**config.mk**
```make
export PLATFORM = sky130hd
export DESIGN_NAME = mult_div_unit
export DESIGN_NICKNAME = d
export VERILOG_FILES = /design/src/rtl/mult_div_unit.sv
export SDC_FILE = /design/constraint.sdc
export NUM_CORES = 1
export LEC_CHECK = 0
export CAP_MARGIN = 25
export CELL_PAD_IN_SITES_DETAIL_PLACEMENT = 1
export CELL_PAD_IN_SITES_GLOBAL_PLACEMENT = 1
export CORE_MARGIN = 4
export CORE_UTILIZATION = 45
export CTS_CLUSTER_DIAMETER = 30
export DETAILED_ROUTE_END_ITERATION = 7
export HOLD_SLACK_MARGIN = 0.06
export PLACE_DENSITY_LB_ADDON = 0.1
export SLEW_MARGIN = 25
export SYNTH_ARGS = -nofsm -noshare
export SYNTH_HDL_FRONTEND = slang
export SYNTH_SLANG_ARGS = --single-unit
```
**constraint.sdc**
```tcl
create_clock -name clk -period 10.27 [get_ports clk]
set_clock_uncertainty 0.05 [all_clocks]
set_input_delay 1.5405 -clock clk [delete_from_list [all_inputs] [get_ports clk]]
set_output_delay 1.5405 -clock clk [all_outputs]
set_load 0.005 [all_outputs]
```
**src/rtl/mult_div_unit.sv**
```systemverilog
// Multicycle signed multiply (radix-2 Booth) / divide (restoring, on magnitudes) unit.
// Writes HI/LO once per completed operation; Busy/Done/DivZero decode from the FSM state.
module mult_div_unit #(
  parameter int unsigned WIDTH = 32
) (
  input  logic             clk,
  input  logic             reset,
  input  logic             MultCtrl,
  input  logic             DivCtrl,
  input  logic [WIDTH-1:0] A,
  input  logic [WIDTH-1:0] B,
  output logic [WIDTH-1:0] HI,
  output logic [WIDTH-1:0] LO,
  output logic             Busy,
  output logic             Done,
  output logic             DivZero
);

  localparam int unsigned CntW = $clog2(WIDTH);
  localparam logic [CntW-1:0] CntLast = CntW'(WIDTH - 1);

  typedef enum logic [2:0] {StIdle, StMultRun, StDivRun, StFinish, StDz} state_e;

  state_e           state_q, state_d;
  logic [CntW-1:0]  cnt_q, cnt_d;
  logic [WIDTH-1:0] a_q, a_d, b_q, b_d;
  logic [WIDTH:0]   work_hi_q, work_hi_d;
  logic [WIDTH-1:0] work_lo_q, work_lo_d;
  logic             booth_q, booth_d;
  logic [WIDTH-1:0] hi_q, hi_d, lo_q, lo_d;

  // Booth step: hi carries one guard bit so adding/subtracting the most-negative
  // multiplicand cannot overflow.
  logic [WIDTH:0]   m_ext, booth_sum, mult_hi_nxt;
  logic [WIDTH-1:0] mult_lo_nxt;
  logic [WIDTH-1:0] b_mag, div_rem_nxt, div_quo_nxt;
  logic [WIDTH:0]   div_shift, div_diff;

  always_comb begin
    m_ext = {a_q[WIDTH-1], a_q};
    case ({work_lo_q[0], booth_q})
      2'b01:   booth_sum = work_hi_q + m_ext;
      2'b10:   booth_sum = work_hi_q - m_ext;
      default: booth_sum = work_hi_q;
    endcase
    mult_hi_nxt = {booth_sum[WIDTH], booth_sum[WIDTH:1]};
    mult_lo_nxt = {booth_sum[0], work_lo_q[WIDTH-1:1]};

    // Remainder lives in work_hi, dividend magnitude shifts out of work_lo as quotient fills in.
    b_mag     = b_q[WIDTH-1] ? -b_q : b_q;
    div_shift = {work_hi_q[WIDTH-1:0], work_lo_q[WIDTH-1]};
    div_diff  = div_shift - {1'b0, b_mag};
    if (!div_diff[WIDTH]) begin
      div_rem_nxt = div_diff[WIDTH-1:0];
      div_quo_nxt = {work_lo_q[WIDTH-2:0], 1'b1};
    end else begin
      div_rem_nxt = div_shift[WIDTH-1:0];
      div_quo_nxt = {work_lo_q[WIDTH-2:0], 1'b0};
    end
  end

  always_comb begin
    state_d   = state_q;
    cnt_d     = cnt_q;
    a_d       = a_q;
    b_d       = b_q;
    work_hi_d = work_hi_q;
    work_lo_d = work_lo_q;
    booth_d   = booth_q;
    hi_d      = hi_q;
    lo_d      = lo_q;
    unique case (state_q)
      StIdle: begin
        if (MultCtrl) begin
          a_d       = A;
          b_d       = B;
          work_hi_d = '0;
          work_lo_d = B;
          booth_d   = 1'b0;
          cnt_d     = '0;
          state_d   = StMultRun;
        end else if (DivCtrl) begin
          if (B != '0) begin
            a_d       = A;
            b_d       = B;
            work_hi_d = '0;
            work_lo_d = A[WIDTH-1] ? -A : A;
            cnt_d     = '0;
            state_d   = StDivRun;
          end else begin
            state_d = StDz;
          end
        end
      end
      StMultRun: begin
        work_hi_d = mult_hi_nxt;
        work_lo_d = mult_lo_nxt;
        booth_d   = work_lo_q[0];
        if (cnt_q == CntLast) begin
          hi_d    = mult_hi_nxt[WIDTH-1:0];
          lo_d    = mult_lo_nxt;
          state_d = StFinish;
        end else begin
          cnt_d = cnt_q + 1'b1;
        end
      end
      StDivRun: begin
        work_hi_d = {1'b0, div_rem_nxt};
        work_lo_d = div_quo_nxt;
        if (cnt_q == CntLast) begin
          // Truncation toward zero: quotient sign from operand signs, remainder from dividend.
          lo_d    = (a_q[WIDTH-1] ^ b_q[WIDTH-1]) ? -div_quo_nxt : div_quo_nxt;
          hi_d    = a_q[WIDTH-1] ? -div_rem_nxt : div_rem_nxt;
          state_d = StFinish;
        end else begin
          cnt_d = cnt_q + 1'b1;
        end
      end
      StFinish: state_d = StIdle;
      StDz:     state_d = StIdle;
      default:  state_d = StIdle;
    endcase
  end

  always_ff @(posedge clk or negedge reset) begin
    if (!reset) begin
      state_q   <= StIdle;
      cnt_q     <= '0;
      a_q       <= '0;
      b_q       <= '0;
      work_hi_q <= '0;
      work_lo_q <= '0;
      booth_q   <= 1'b0;
      hi_q      <= '0;
      lo_q      <= '0;
    end else begin
      state_q   <= state_d;
      cnt_q     <= cnt_d;
      a_q       <= a_d;
      b_q       <= b_d;
      work_hi_q <= work_hi_d;
      work_lo_q <= work_lo_d;
      booth_q   <= booth_d;
      hi_q      <= hi_d;
      lo_q      <= lo_d;
    end
  end

  assign HI      = hi_q;
  assign LO      = lo_q;
  assign Busy    = (state_q != StIdle);
  assign Done    = (state_q == StFinish);
  assign DivZero = (state_q == StDz);

endmodule
```
# Yosys cells after proc, flatten, opt, wreduce, memory -nomap -nowiden
# Index checks and enable logic that the tools add are counted.
[totals]
register_bits = 202
input_bits = 68
out_inout_bits = 67
[classes]
add_sub_neg = 8
n_eq_ne = 14
muxes = 39
bitwise_logic = 1
n_reduce_logical = 16
[op_table]
columns = ["operator", "count"]
rows = [
  ["32-bit 2-to-1 mux", 18],
  ["32-bit negation", 4],
  ["32-bit case mux with 2 select lines", 2],
  ["33-bit 2-to-1 mux", 3],
  ["33-bit case mux with 3 select lines", 1],
  ["32-bit case mux with 3 select lines", 1],
  ["33-bit case mux with 2 select lines", 1],
  ["33-bit adder", 1],
  ["33-bit by 32-bit subtractor with 33-bit output", 1],
  ["33-bit subtractor", 1],
  ["32-bit nonzero test", 1],
  ["5-bit 2-to-1 mux", 4],
  ["3-bit 2-to-1 mux", 4],
  ["5-bit case mux with 2 select lines", 1],
  ["2-bit nonzero test", 5],
  ["3-bit AND reduction", 3],
  ["2-bit != test, second input constant", 4],
  ["3-bit by 2-bit == test with 1-bit output, second input constant", 2],
  ["3-bit != test, second input constant", 2],
  ["3-bit case mux with 2 select lines", 1],
  ["3-bit nonzero test", 2],
  ["5-bit by 1-bit adder with 5-bit output, second input constant", 1],
  ["5-bit == test, second input constant", 1],
  ["2-bit AND reduction", 2],
  ["11 further kinds", 12],
]

# Logic depth before layout (Yosys ltp)
[logic_depth]
ltp_word = 8
ltp_mapped = 32

# Worst setup path after synthesis
# No wires, ideal clock.
[synth_timing]
path_type = "flip-flop to flip-flop"
from = "register b_q[3]"
to = "register hi_q[24], in the netlist HI[24]"
setup_ps = 126
arrival_time_ps = 7567
required_ps = 10094
path_slack_ps = 2527
stages_incl_launch_ff = 33
n_path_buf = 3
period_less_slack_ps = 7743
path_cell_list = "dfrtp_1 -> or3_4 -> or4_4 -> nor2_4 -> nand3_2 -> or4_4 -> or3_4 -> or3_4 -> or4_4 -> o31ai_1 -> xor2_1 -> ha_1 -> clkbuf_1 -> nand2_1 -> nand2_1 -> a21o_1 -> a221o_1 -> nor3_2 -> nor2_4 -> inv_2 -> clkbuf_1 -> buf_1 -> nor2_1 -> a21oi_1 -> ha_1 -> nand3_1 -> a21oi_1 -> a31oi_1 -> nor4b_1 -> and2_1 -> a21oi_1 -> xnor2_1 -> a221o_1"
[synth_between]
elab_chain_cells = 8
[synth_lines]
columns = ["element", "line", "text"]
rows = [
  ["start: declaration", "26", "logic [WIDTH-1:0] a_q, a_d, b_q, b_d;"],
  ["start signal: assignment", "130", "b_q <= '0;"],
  ["start signal: assignment", "140", "b_q <= b_d;"],
  ["32-bit negation", "50", "b_mag = b_q[WIDTH-1] ? -b_q : b_q;"],
  ["32-bit 2-to-1 mux *", "50", ""],
  ["33-bit by 32-bit subtractor with 33-bit output *", "52", "div_diff = div_shift - {1'b0, b_mag};"],
  ["32-bit 2-to-1 mux *", "53", "if (!div_diff[WIDTH]) begin"],
  ["32-bit negation", "113", "hi_d = a_q[WIDTH-1] ? -div_rem_nxt : div_rem_nxt;"],
  ["32-bit 2-to-1 mux *", "113", ""],
  ["32-bit 2-to-1 mux *", "110", "if (cnt_q == CntLast) begin"],
  ["32-bit case mux with 2 select lines *", "72", "unique case (state_q)"],
  ["end signal: assignment", "144", "hi_q <= hi_d;"],
  ["end: declaration", "30", "logic [WIDTH-1:0] hi_q, hi_d, lo_q, lo_d;"],
]
# Mark *: on every way between the ends. The rest lies on a longest branch, timed or not. The select of a mux whose other input is x is not followed.
# A chain may end at the register's enable or synchronous reset.

# Worst setup path in the final report
# Same ends and word-level chain as after synthesis.

==> impl_results.md <==
* Syn Std Cell Area at approximately 17,000 µm²
* Worst Path Arrival at just under 9 ns
* CP peak stage delay at 0.51 ns
* Final ANT Viol Nets at 0
* Nets at roughly 2,300
* Die Width at between 200 and 250 µm
* Yosys top cell by area: dfrtp_1
* All-Layer GR Usage at 32.9%
* Cell variety after synth at 82
* CP max FO at 12
* Deepest clock path buffer count at 3
* Core box area at 36,800 µm²
* Clock sinks at roughly 200
* Synth Register Bits at ~200
* Worst path slowest cell: or4_4
* Initial DRC Count at around 1,300
* Cell count after synthesis at ~2,100
* Outcome: complete, no violations
* Worst slew pin tran at between 1 and 1.5 ns
* Primary FF master, synth: dfrtp_1
* Clk_lat worst skew at 0.61 ns
* Routed WL per cell at roughly 25 µm
* Root buffer cell: clkbuf_16
* Synthesis Warnings at 0
* Largest net degree at the start of global routing at 100
* Total gr overflow at 0
* Post-synth ARST share at 100%
* Startpoint types: flop
* Top cells by count, synth: nand2_1 (258), dfrtp_1 (202), nor2_1 (202), o21ai_0 (193), a21oi_1 (175)
* Die area at approximately 40,000 µm²
* Net count after synthesis at around 2,200
* RSZ-0062 raised after global routing: false
* Register area share after synthesis at between 30% and 40%
* Fmax achieved at between 100 and 150 MHz
* Hold Vio Cnt, Final at 0
* Die height at a little over 200 µm
* Reg-to-reg setup timing slack at roughly 1.9 ns
* Post-CTS resize count at 0
* Area delta synth->final at 21.3%
* Vias/cell at about 6.4
* Detailed placement HPWL at 50,000 µm
* Layout cells sized above 1 at a little under a tenth
* TritonCTS buffer count at 54
* First-pass iteration count of the detailed router at 5
* CTS H-Tree Depth at 2
* Synth top area share at between 30% and 40%
* Worst slew margin at between 30% and 40%
* Critical Path RT at roughly 11 ns
* Mean post-synth cell area at between 8 and 9 µm²
* First-pass GRT wire length at 106,000 µm
* Worst setup path class: reg -> reg
* Max-cap violation count at 0
* Crit share post-route at 82.0%
* Placed Instances at approximately 2,600
* Top-count cell post-synth: nand2_1
* Initial antenna violation count at 0
* Layout Cells excl Fill at 2,685
* Final core utilization at 55.5%
* Input/output buffers at between 100 and 150
* Worst Hold Class: reg -> reg
* Vias at ~17,000
* Top Ports at ~140
* Crit path time final at 8.42 ns
* Clock slew at reported path FFs at around 0.040 ns
* Routed wire length at between 60,000 and 70,000 µm
* CP Capture Type: flop
* Slew Limit Fails at 0
* Initial Utilization at between 40 and 50%
* Inserted Diodes at 0
* Sum of negative setup slack at 0 ns
* EDFF count, synth at 0
* Dominant cells by area after synthesis: dfrtp_1 (30%), nand2_1 (5.8%), o21ai_0 (5.7%), ha_1 (5.4%), a21oi_1 (5.2%)
* Row count at 70
* # setup viols final at 0
* CTS tree: built
* Residual DRC count at 0
* Post-CTS setup buffers at 0
* Vias in the first global route at roughly 18,000
* GPL Wtd Cong at 0.921
* Post-CTS Hold Fix Bufs at 0
[worst max-delay path: cells and delay by family (launching register included)]
family	cells	cell delay, ns
AOI/OAI and AO/OA	9	2.19
xor gates and xnor gates	2	0.35
adders and majority gates	2	0.65
buffers and inverters	2	0.35
DFF	1	0.41
and+or+nand+nor	14	4.24
[metrics by stage]
step / hold WS, ns / instance area, µm² / setup WS [ns]
4_1_cts: 0.429 / 20400 / 1.94
3_5_place_dp: 0.418 / 18400 / 1.99
5_1_grt: 0.447 / 20400 / 1.59
3_3_place_gp: 0.406 / 18400 / 2.19
2_1_floorplan: 0.388 / 16800 / 2.53
6_report: 0.431 / 20400 / 1.85
[registers in the layout, summed over array words and instances (netlist names)]
name,count
HI,32
LO,32
a_q,32
b_q,32
booth_q,1
cnt_q,5
state_q,3
work_hi_q,33
work_lo_q,32
[kinds of logic (layout without fill, tap and decap cells)]
kind of cell / Yosys count / in the layout / share of synthesized area [%]
compound gates: 656 / 656 / 24.8
xor+xnor: 189 / 189 / 9.84
fa+ha+maj: 74 / 74 / 5.59
buf+inv: 174 / 296 / 3.91
flops: 202 / 202 / 30.0
mux: 98 / 98 / 6.28
simple gates: 702 / 702 / 19.5
[worst paths after layout]
kind / startpoint / end / depth (start not counted)
min in group asynchronous: reset / a_q[3]$_DFFE_PN0P_ / 1
hold reg to reg: cnt_q[3]$_DFFE_PN0P_ / cnt_q[3]$_DFFE_PN0P_ / 1
setup / recovery: b_q[3]$_DFFE_PN0P_ / HI[24]$_DFFE_PN0P_ / 29
hold / removal: cnt_q[3]$_DFFE_PN0P_ / cnt_q[3]$_DFFE_PN0P_ / 1
max in group asynchronous: reset / work_hi_q[32]$_DFFE_PN0P_ / 3
setup reg to reg: b_q[3]$_DFFE_PN0P_ / HI[24]$_DFFE_PN0P_ / 29
[final cells by class]
class | count | area (µm²)
inverters | 44 | 165
flip-flops and latches | 202 | 5060
well taps | 468 | 586
clock buffers | 69 | 1500
fillers | 4327 | 16400
repair buffers | 153 | 1480
clock inverters | 30 | 474
multi-input cells | 1719 | 11100
[routing by layer]
metal | track usage [%] | wire [µm] | vias to the layer above
li1 | - | - | 7826
met1 | 45.9 | 30400 | 8642
met2 | 52.3 | 31100 | 575
met3 | 4.32 | 3990 | 125
met4 | 12.3 | 2530 | 0
met5 | 0 | 0 | -
[layout by cell type, fill, tap and decap left out, types with 11 or more instances in the layout]
| cell type | count |
|---|---|
| nand2_1 | 256 |
| nor2_1 | 202 |
| dfrtp_1 | 201 |
| o21ai_0 | 193 |
| a21oi_1 | 174 |
| clkdlybuf4s50_1 | 131 |
| xnor2_1 | 99 |
| xor2_1 | 90 |
| ha_1 | 71 |
| mux2_2 | 61 |
| clkbuf_16 | 54 |
| nor3_1 | 49 |
| inv_1 | 42 |
| mux2i_1 | 37 |
| o31ai_1 | 32 |
| a221oi_1 | 32 |
| a21o_1 | 29 |
| or3_1 | 24 |
| nand3_1 | 22 |
| nor4_1 | 22 |
| a31oi_1 | 22 |
| o211ai_1 | 21 |
| nand2b_1 | 19 |
| o221ai_1 | 19 |
| buf_4 | 19 |
| a22oi_1 | 16 |
| or4_1 | 15 |
| o41ai_1 | 14 |
| and2_1 | 14 |
| nand4_1 | 13 |
| a211oi_1 | 13 |
| o21a_1 | 12 |
| nor2b_1 | 11 |
| and3_1 | 11 |
Power is not shown: default switching activity piles up to over one toggle a cycle in this logic, so the estimate is an artifact.
